File: src/rtl/icache_pkg.sv
// Shared definitions for the direct-mapped instruction cache: FSM state
// encodings and default geometry.
package icache_pkg;

   typedef enum logic {
      ICACHE_IDLE   = 1'b0,
      ICACHE_REFILL = 1'b1
   } icache_state_e;

   localparam int ICACHE_LINES = 16;
   localparam int ICACHE_WORDS = 4;

endpackage

File: src/rtl/icache_data_ram.sv
// Line data storage: LINES x WORDS x 32, one synchronous write port and one
// asynchronous read port so hits return in the lookup cycle.
module icache_data_ram
   import icache_pkg::*;
#(
   parameter  int LINES = ICACHE_LINES,
   parameter  int WORDS = ICACHE_WORDS,
   localparam int IB    = $clog2(LINES),
   localparam int OB    = $clog2(WORDS)
) (
   input  logic          clk,
   input  logic          i_we,
   input  logic [IB-1:0] i_wline,
   input  logic [OB-1:0] i_wword,
   input  logic [31:0]   i_wdata,
   input  logic [IB-1:0] i_rline,
   input  logic [OB-1:0] i_rword,
   output logic [31:0]   o_rdata
);

   logic [31:0] r_mem [LINES][WORDS];

   always_ff @(posedge clk) begin
      if (i_we) r_mem[i_wline][i_wword] <= i_wdata;
   end

   assign o_rdata = r_mem[i_rline][i_rword];

endmodule

File: src/rtl/icache.sv
// Direct-mapped read-only instruction cache: combinational hit path, stall
// plus word-by-word line refill on a miss, global invalidate via flush.
module icache
   import icache_pkg::*;
#(
   parameter int LINES = ICACHE_LINES,
   parameter int WORDS = ICACHE_WORDS
) (
   input  logic        clk,
   input  logic        rst,
   input  logic [31:0] i_addr,
   output logic [31:0] i_data,
   output logic        i_stall,
   input  logic        flush,
   output logic        mem_req,
   output logic [31:0] mem_addr,
   input  logic        mem_ack,
   input  logic [31:0] mem_rdata
);

   localparam int OB = $clog2(WORDS);
   localparam int IB = $clog2(LINES);
   localparam int LW = 30 - OB;   // {tag,index} width
   localparam int TB = LW - IB;

   logic [29:0]   w_waddr;
   logic [OB-1:0] w_off;
   logic [LW-1:0] w_line;
   logic [IB-1:0] w_index;
   logic [TB-1:0] w_tag;

   assign w_waddr = 30'(i_addr >> 2);
   assign w_off   = w_waddr[OB-1:0];
   assign w_line  = w_waddr[29:OB];
   assign w_index = w_line[IB-1:0];
   assign w_tag   = w_line[LW-1:IB];

   icache_state_e r_state, w_state_nxt;
   logic [LINES-1:0] r_valid;
   logic [TB-1:0]    r_tag [LINES];
   logic [LW-1:0]    r_rf_line, w_line_nxt;
   logic [OB-1:0]    r_rf_cnt, w_cnt_nxt, w_cnt_inc;
   logic             r_flush_pend, w_pend_nxt;
   logic             r_mem_req, w_req_nxt;
   logic [31:0]      r_mem_addr, w_addr_nxt;
   logic             w_hit, w_we, w_fill_done, w_last;
   logic [IB-1:0]    w_rf_index;
   logic [TB-1:0]    w_rf_tag;

   assign w_rf_index = r_rf_line[IB-1:0];
   assign w_rf_tag   = r_rf_line[LW-1:IB];
   assign w_cnt_inc  = r_rf_cnt + OB'(1);
   assign w_last     = (r_rf_cnt == OB'(WORDS - 1));

   assign w_hit    = r_valid[w_index] && (r_tag[w_index] == w_tag) && (r_state == ICACHE_IDLE);
   assign i_stall  = ~w_hit;
   assign mem_req  = r_mem_req;
   assign mem_addr = r_mem_addr;

   always_comb begin
      w_state_nxt = r_state;
      w_line_nxt  = r_rf_line;
      w_cnt_nxt   = r_rf_cnt;
      w_pend_nxt  = r_flush_pend;
      w_req_nxt   = r_mem_req;
      w_addr_nxt  = r_mem_addr;
      w_we        = 1'b0;
      w_fill_done = 1'b0;
      case (r_state)
         ICACHE_IDLE: begin
            if (!w_hit) begin
               w_line_nxt  = w_line;
               w_cnt_nxt   = '0;
               w_req_nxt   = 1'b1;
               w_addr_nxt  = {w_line, {OB{1'b0}}, 2'b00};
               w_state_nxt = ICACHE_REFILL;
            end
         end
         ICACHE_REFILL: begin
            if (flush) w_pend_nxt = 1'b1;
            if (mem_ack) begin
               w_we      = 1'b1;
               w_cnt_nxt = w_cnt_inc;
               if (!w_last) begin
                  w_addr_nxt = {r_rf_line, w_cnt_inc, 2'b00};
               end else begin
                  w_req_nxt   = 1'b0;
                  w_fill_done = 1'b1;
                  w_pend_nxt  = 1'b0;
                  w_state_nxt = ICACHE_IDLE;
               end
            end
         end
         default: w_state_nxt = ICACHE_IDLE;
      endcase
   end

   always_ff @(posedge clk or posedge rst) begin
      if (rst) begin
         r_state      <= ICACHE_IDLE;
         r_valid      <= '0;
         r_rf_line    <= '0;
         r_rf_cnt     <= '0;
         r_flush_pend <= 1'b0;
         r_mem_req    <= 1'b0;
         r_mem_addr   <= '0;
      end else begin
         r_state      <= w_state_nxt;
         r_rf_line    <= w_line_nxt;
         r_rf_cnt     <= w_cnt_nxt;
         r_flush_pend <= w_pend_nxt;
         r_mem_req    <= w_req_nxt;
         r_mem_addr   <= w_addr_nxt;
         if (flush) r_valid <= '0;
         // A flush seen anywhere during the refill leaves the new line invalid.
         if (w_fill_done) r_valid[w_rf_index] <= ~(r_flush_pend | flush);
      end
   end

   always_ff @(posedge clk) begin
      if (w_fill_done) r_tag[w_rf_index] <= w_rf_tag;
   end

   icache_data_ram #(
      .LINES (LINES),
      .WORDS (WORDS)
   ) u_data (
      .clk     (clk),
      .i_we    (w_we),
      .i_wline (w_rf_index),
      .i_wword (r_rf_cnt),
      .i_wdata (mem_rdata),
      .i_rline (w_index),
      .i_rword (w_off),
      .o_rdata (i_data)
   );

endmodule

File: config.mk
export PLATFORM = sky130hd
export DESIGN_NAME = icache
export DESIGN_NICKNAME = d
export VERILOG_FILES = /design/src/rtl/icache_pkg.sv /design/src/rtl/icache_data_ram.sv /design/src/rtl/icache.sv
export SDC_FILE = /design/constraint.sdc
export NUM_CORES = 2
export LEC_CHECK = 0
export ABC_AREA = 1
export CORE_MARGIN = 3
export CORE_UTILIZATION = 65
export CTS_CLUSTER_DIAMETER = 50
export CTS_CLUSTER_SIZE = 20
export DETAILED_ROUTE_END_ITERATION = 16
export PLACE_DENSITY_LB_ADDON = 0.2
export SLEW_MARGIN = 20
export SYNTH_ARGS = -nofsm -noshare
export SYNTH_HDL_FRONTEND = slang
export SYNTH_SLANG_ARGS = --single-unit
File: constraint.sdc
create_clock -name clk -period 6.3 [get_ports clk]
set_clock_uncertainty 0.2 [all_clocks]
set_input_delay 0.945 -clock clk [delete_from_list [all_inputs] [get_ports clk]]
set_output_delay 0.945 -clock clk [all_outputs]
set_load 0.05 [all_outputs]
# ---- After elaboration in Yosys (flattened, before gate mapping)
# Memory sizes are Yosys's and may differ from the RTL's.
# Index checks and enable logic that the tools add are counted.
# W data, S select, Z words.
dict set report classes {
  n_addsub 1
  n_mul 0
  div_mod_pow 0
  order_cmp 6
  n_eq_ne 6
  shift 0
  n_mux 39
  n_bitwise 6
  reduce_logical 8
}
# cell n
set op_table {}
lappend op_table {{$mux W32} 6}
lappend op_table {{$mux W128} 1}
lappend op_table {{$bmux W32 S2} 1}
lappend op_table {{$demux W32 S2} 1}
lappend op_table {{$pmux W32 S2} 1}
lappend op_table {{$mux W16} 2}
lappend op_table {{$eq A24 B24 Y1} 1}
lappend op_table {{$mux W1} 19}
lappend op_table {{$bwmux W16} 1}
lappend op_table {{$lt A4 B5 Y1 const B} 2}
lappend op_table {{$ge A3 B3 Y1 const B} 2}
lappend op_table {{$ne A2 B2 Y1 const B} 3}
lappend op_table {{$not A2 Y3} 2}
lappend op_table {{$reduce_and A3 Y1} 2}
lappend op_table {{$bmux W1 S4} 1}
lappend op_table {{$demux W1 S4} 1}
lappend op_table {{$ge A4 B1 Y1 const B} 1}
lappend op_table {{$logic_and A1 B1 Y1} 4}
lappend op_table {{$mux W2} 2}
lappend op_table {{$pmux W1 S2} 2}
lappend op_table {{$pmux W2 S2} 1}
lappend op_table {{$reduce_and A2 Y1} 2}
lappend op_table {{$lt A3 B1 Y1 const B} 1}
lappend op_table {{$not A1 Y1} 3}
lappend op_table {{4 further kinds} 4}
dict set report totals {
  register_bits 81
  latch_bits 0
  mem_bits_rw 2432
  mem_bits_ro 0
  inputBits 68
  out_inout_bits 66
  elab_cells 75
  memories 2
}
# name words word_bits read_ports rd_ports_with_merged_regs write_ports line
set mem_list {}
lappend mem_list {u_data.r_mem 16 128 1 0 1 icache_data_ram.sv:21} ;# logic [31:0] r_mem [LINES][WORDS];
lappend mem_list {r_tag 16 24 1 0 1 icache.sv:40} ;# logic [TB-1:0] r_tag [LINES];

# ---- Logic depth before layout (Yosys ltp)
dict set report logic_depth {
  ltp_word 6
  mapped_depth 20
  ltp_nobuf 17
}

# ---- Hierarchy
# From an unflattened synthesis, not the netlist that was laid out.
dict set report hier_totals {
  cells_unflattened 8727
  hier_area_um2 102160.5
}
# module instances cells_each area_each_um2 seq_area_each_um2
set modules_own_cells {}
lappend modules_own_cells {icache_data_ram 1 6756 82183.8 61499.0}
lappend modules_own_cells {icache 1 1971 19976.7 13508.0}

# ---- Worst setup path after synthesis
# OpenSTA, ideal clock, no wires.
dict set report synth_timing {
  path_type {input to output}
  startpoint {in i_addr[5]}
  endpoint {out i_data[5]}
  arrival_ns 3.754
  t_required_ns 5.155
  slack_ns 1.401
  cell_stages 13
  path_buffers 6
  cell_sequence {buf_2 inv_2 buf_4 buf_2 buf_2 buf_2 clkbuf_1 o21ai_0 o22ai_1 nor2_1 o22ai_1 nor2_1 o32ai_1}
}
dict set report synth_between {
  elab_chain_cells 4
}
# element line
set synth_rtl {}
lappend synth_rtl {{start: declaration} icache.sv:11} ;# input logic [31:0] i_addr,
lappend synth_rtl {{$mem_v2 Z16 W128} -}
lappend synth_rtl {{$bmux W32 S2} icache_data_ram.sv:27} ;# assign o_rdata = r_mem[i_rline][i_rword];
lappend synth_rtl {{$mux W32 (not written as such) (2 in series)} icache_data_ram.sv:27}
lappend synth_rtl {{end: declaration} icache.sv:12} ;# output logic [31:0] i_data,
# No other way between the ends. The select of a mux whose other input is x is not followed.

# ---- Worst setup path after layout
dict set report layout_timing {
  startpoint {in i_addr[4]}
  endpoint {out i_data[8]}
}
# The elaborated chain is that of the path after synthesis.

==> flow_summary.toml <==
[floorplanning]
num_rows = 143
chipWidth_um = 398
pin_count = 134
die_h_um = 398
die_area_um2 = 158000
coreArea_um2 = 152000
start_util = 0.655

[critical_path]
crit_path_top_delay_cell = "o22ai_1"
end_kind = "output pin"
cp_top_family = "compound AO/OA/AOI/OAI gates"
critPathMaxFanout = 65
startpoint_type = "input pin"
path_class = "in2out"
slowest_delay_ns = 0.63
worst-path-stages = 11
cp_cell_sequence = "buf_8 -> inv_8 -> buf_12 -> buf_12 -> o21ai_0 -> o22ai_1 -> o21ai_0 -> o22ai_1 -> o21ai_0 -> o22ai_1 -> buf_12"
crit_buf_inv = 5
arrival_ns = 4.49
crit_required_ns = 5.15
ff2ff_path_depth = 6

[timing]
maxSlewViolCount = 0
tightest_slew_ns = 1.18
timing.setup.tns_ns = 0
finalHoldViolCount = 0
grt_setup_unrepaired = "false"
relSlewSlack = 0.209
period_share = 0.895
max_freq_ghz = 0.177
fin_crit_ns = 5.64
setup-violations-final = 0

[synthesis]
syn_avg_cell_area_um2 = 12.5
yosysWarnings = 0
synth_cells = 7941
synth_area_um2 = 99600
seq_area_frac_synth = 0.753
ys_ff_latch = 2511
yosys.cell_types.count = 27

[final_layout]
final_common_cell = "edfxtp_1"
final_cell_mix = "edfxtp_1, nor2_1, o21ai_0"
final-seq-area_um2 = 75000
drive_above_1_share = 0.0868
design_area_um2 = 110000
syn_to_final_growth_pct = 10.8
final_cells = 10100
fin_nets = 7995
multi_input_area_um2 = 22300
fillers = 9592

[power_and_ir_drop]
share_comb_of_total_power = 0.116
p_int_uw = 26500
p_clk_frac = 0.333
p_leak_uw = 0.0367
power_density_nw_per_um2 = 327
p_seq_frac = 0.551
swShare = 0.266
irDropWorstVdd_v = 0.000302
power.switching_uw = 9600

[clock_network]
cts_setup_buffers = 0
cts_buffers = 179
cts-resized-gates = 0
ctsHoldBuffers = 0
cts_buffer_depth = 3
htree_levels = 4
cts_tree = "done"
cts_root_buf = "clkbuf_16"
clkTransAtPathRegs_ns = 0.08
clkLatencyLatePin_ns = 0.84
cts_num_sinks = 2511

[drt]
wirelength_um = 273000
drt_iter0_drc = 9770
dr.pass1.iters = 7
wl_per_cell_um = 27.0
dr_total_vias = 67000
antenna_left = 0
drc_errors = 0
vias_per_cell = 6.64

[placed_design]
place_congestion = 0.898
dp.cells = 9768
dpl-instance-area_um2 = 104000
dp_hpwl_um = 148000
io_buffers = 129

[run]
maxCapViolCount = 0

[run_status]
outcome = "completed"

[global_route]
grt_max_degree = 172
overflow = 0
track_usage = 0.340
first_global_vias = 63600
grt_pass1_wl_um = 397000
antenna_found_initial = 13

[min_path]
hp-class = "in2async"
-- routing by layer --
metal / track usage / part of all wire
met4: 0.166 / 0.049
met3: 0.0858 / 0.13
met2: 0.527 / 0.47
met5: 0 / 0.00043
met1: 0.457 / 0.35
-- cell usage after synthesis --
| cell type | instances | area share |
|---|---|---|
| a21oi_1 | 16 | 0.00080 |
| a31oi_1 | 1 | 0.000063 |
| buf_1 | 18 | 0.00068 |
| buf_2 | 110 | 0.0055 |
| buf_4 | 11 | 0.00083 |
| buf_6 | 2 | 0.00023 |
| clkbuf_1 | 420 | 0.016 |
| clkinv_1 | 2 | 0.000075 |
| conb_1 | 1 | 0.000038 |
| dfrtp_1 | 79 | 0.020 |
| edfxtp_1 | 2432 | 0.73 |
| ha_1 | 4 | 0.00050 |
| inv_1 | 177 | 0.0067 |
| inv_2 | 2 | 0.000075 |
| nand2_1 | 758 | 0.029 |
| nand2_2 | 1 | 0.000063 |
| nand3_1 | 352 | 0.018 |
| nor2_1 | 1501 | 0.057 |
| o211ai_1 | 3 | 0.00023 |
| o21ai_0 | 1360 | 0.068 |
| o21ai_1 | 13 | 0.00065 |
| o21bai_1 | 1 | 0.000075 |
| o221ai_1 | 6 | 0.00053 |
| o22ai_1 | 620 | 0.039 |
| o31ai_1 | 4 | 0.00030 |
| o32ai_1 | 42 | 0.0037 |
| or2_2 | 5 | 0.00031 |
-- area by class of cell --
| cell class | instances | area share |
|---|---|---|
| antenna | 4 | 0.0000907 |
| clock buffer | 192 | 0.0418 |
| clock inverter | 123 | 0.0128 |
| inverter | 181 | 0.00643 |
| multi-input combinational | 4689 | 0.202 |
| sequential | 2511 | 0.680 |
| tap | 2030 | 0.0230 |
| timing repair buffer | 361 | 0.0347 |
-- final timing paths --
path | startpoint | end | slack (ns)
worst max-delay path | i_addr[4] | i_data[8] | 0.66
worst min-delay path | rst | mem_addr[22]$_DFFE_PP0P_ | 0.32
worst max register to register | r_rf_cnt[0]$_DFFE_PP0P_ | r_tag[4][9]$_DFFE_PP_ | 2.45
worst min register to register | mem_addr[21]$_DFFE_PP0P_ | mem_addr[21]$_DFFE_PP0P_ | 0.32
max in group asynchronous | rst | r_rf_line[26]$_DFFE_PP0P_ | 4.38
min in group clk | mem_addr[21]$_DFFE_PP0P_ | mem_addr[21]$_DFFE_PP0P_ | 0.32
-- flip-flops by register name, summed over array words and instances (netlist names) --
signal and cells:
r_rf_cnt 2, r_state 1, r_tag 384, r_rf_line 28, mem_addr 30, u_data.r_mem 2048
r_flush_pend 1, mem_req 1, r_valid 16
-- per-stage QoR --
stage	worst slack (ns)	power, uW	utilization	hold slack [ns]
3_3_place_gp	1.06	24200	0.685	0.291
2_1_floorplan	1.40	22300	-	0.263
6_report	0.664	36100	0.726	0.315
3_5_place_dp	0.938	24300	0.685	0.298
5_1_grt	0.639	37000	0.726	0.336
4_1_cts	0.917	36000	0.725	0.314
-- power groups by stage --
stage	Combinational, uW	Clock, uW	Sequential (uW)
2_1_floorplan	1860	0	20400
3_5_place_dp	4060	0	20200
3_3_place_gp	3960	0	20200
5_1_grt	4410	12700	20000
6_report	4180	12000	19900
4_1_cts	4080	12100	19900
-- cells by family after synthesis --
group / synth area share
DFF: 0.753
and+or+nand+nor: 0.103
buffers and inverters: 0.0299
other: 0.0000376
AOI/OAI and AO/OA: 0.114
adders and majority gates: 0.000502
Note: power is estimated with default switching activity, not from simulation.
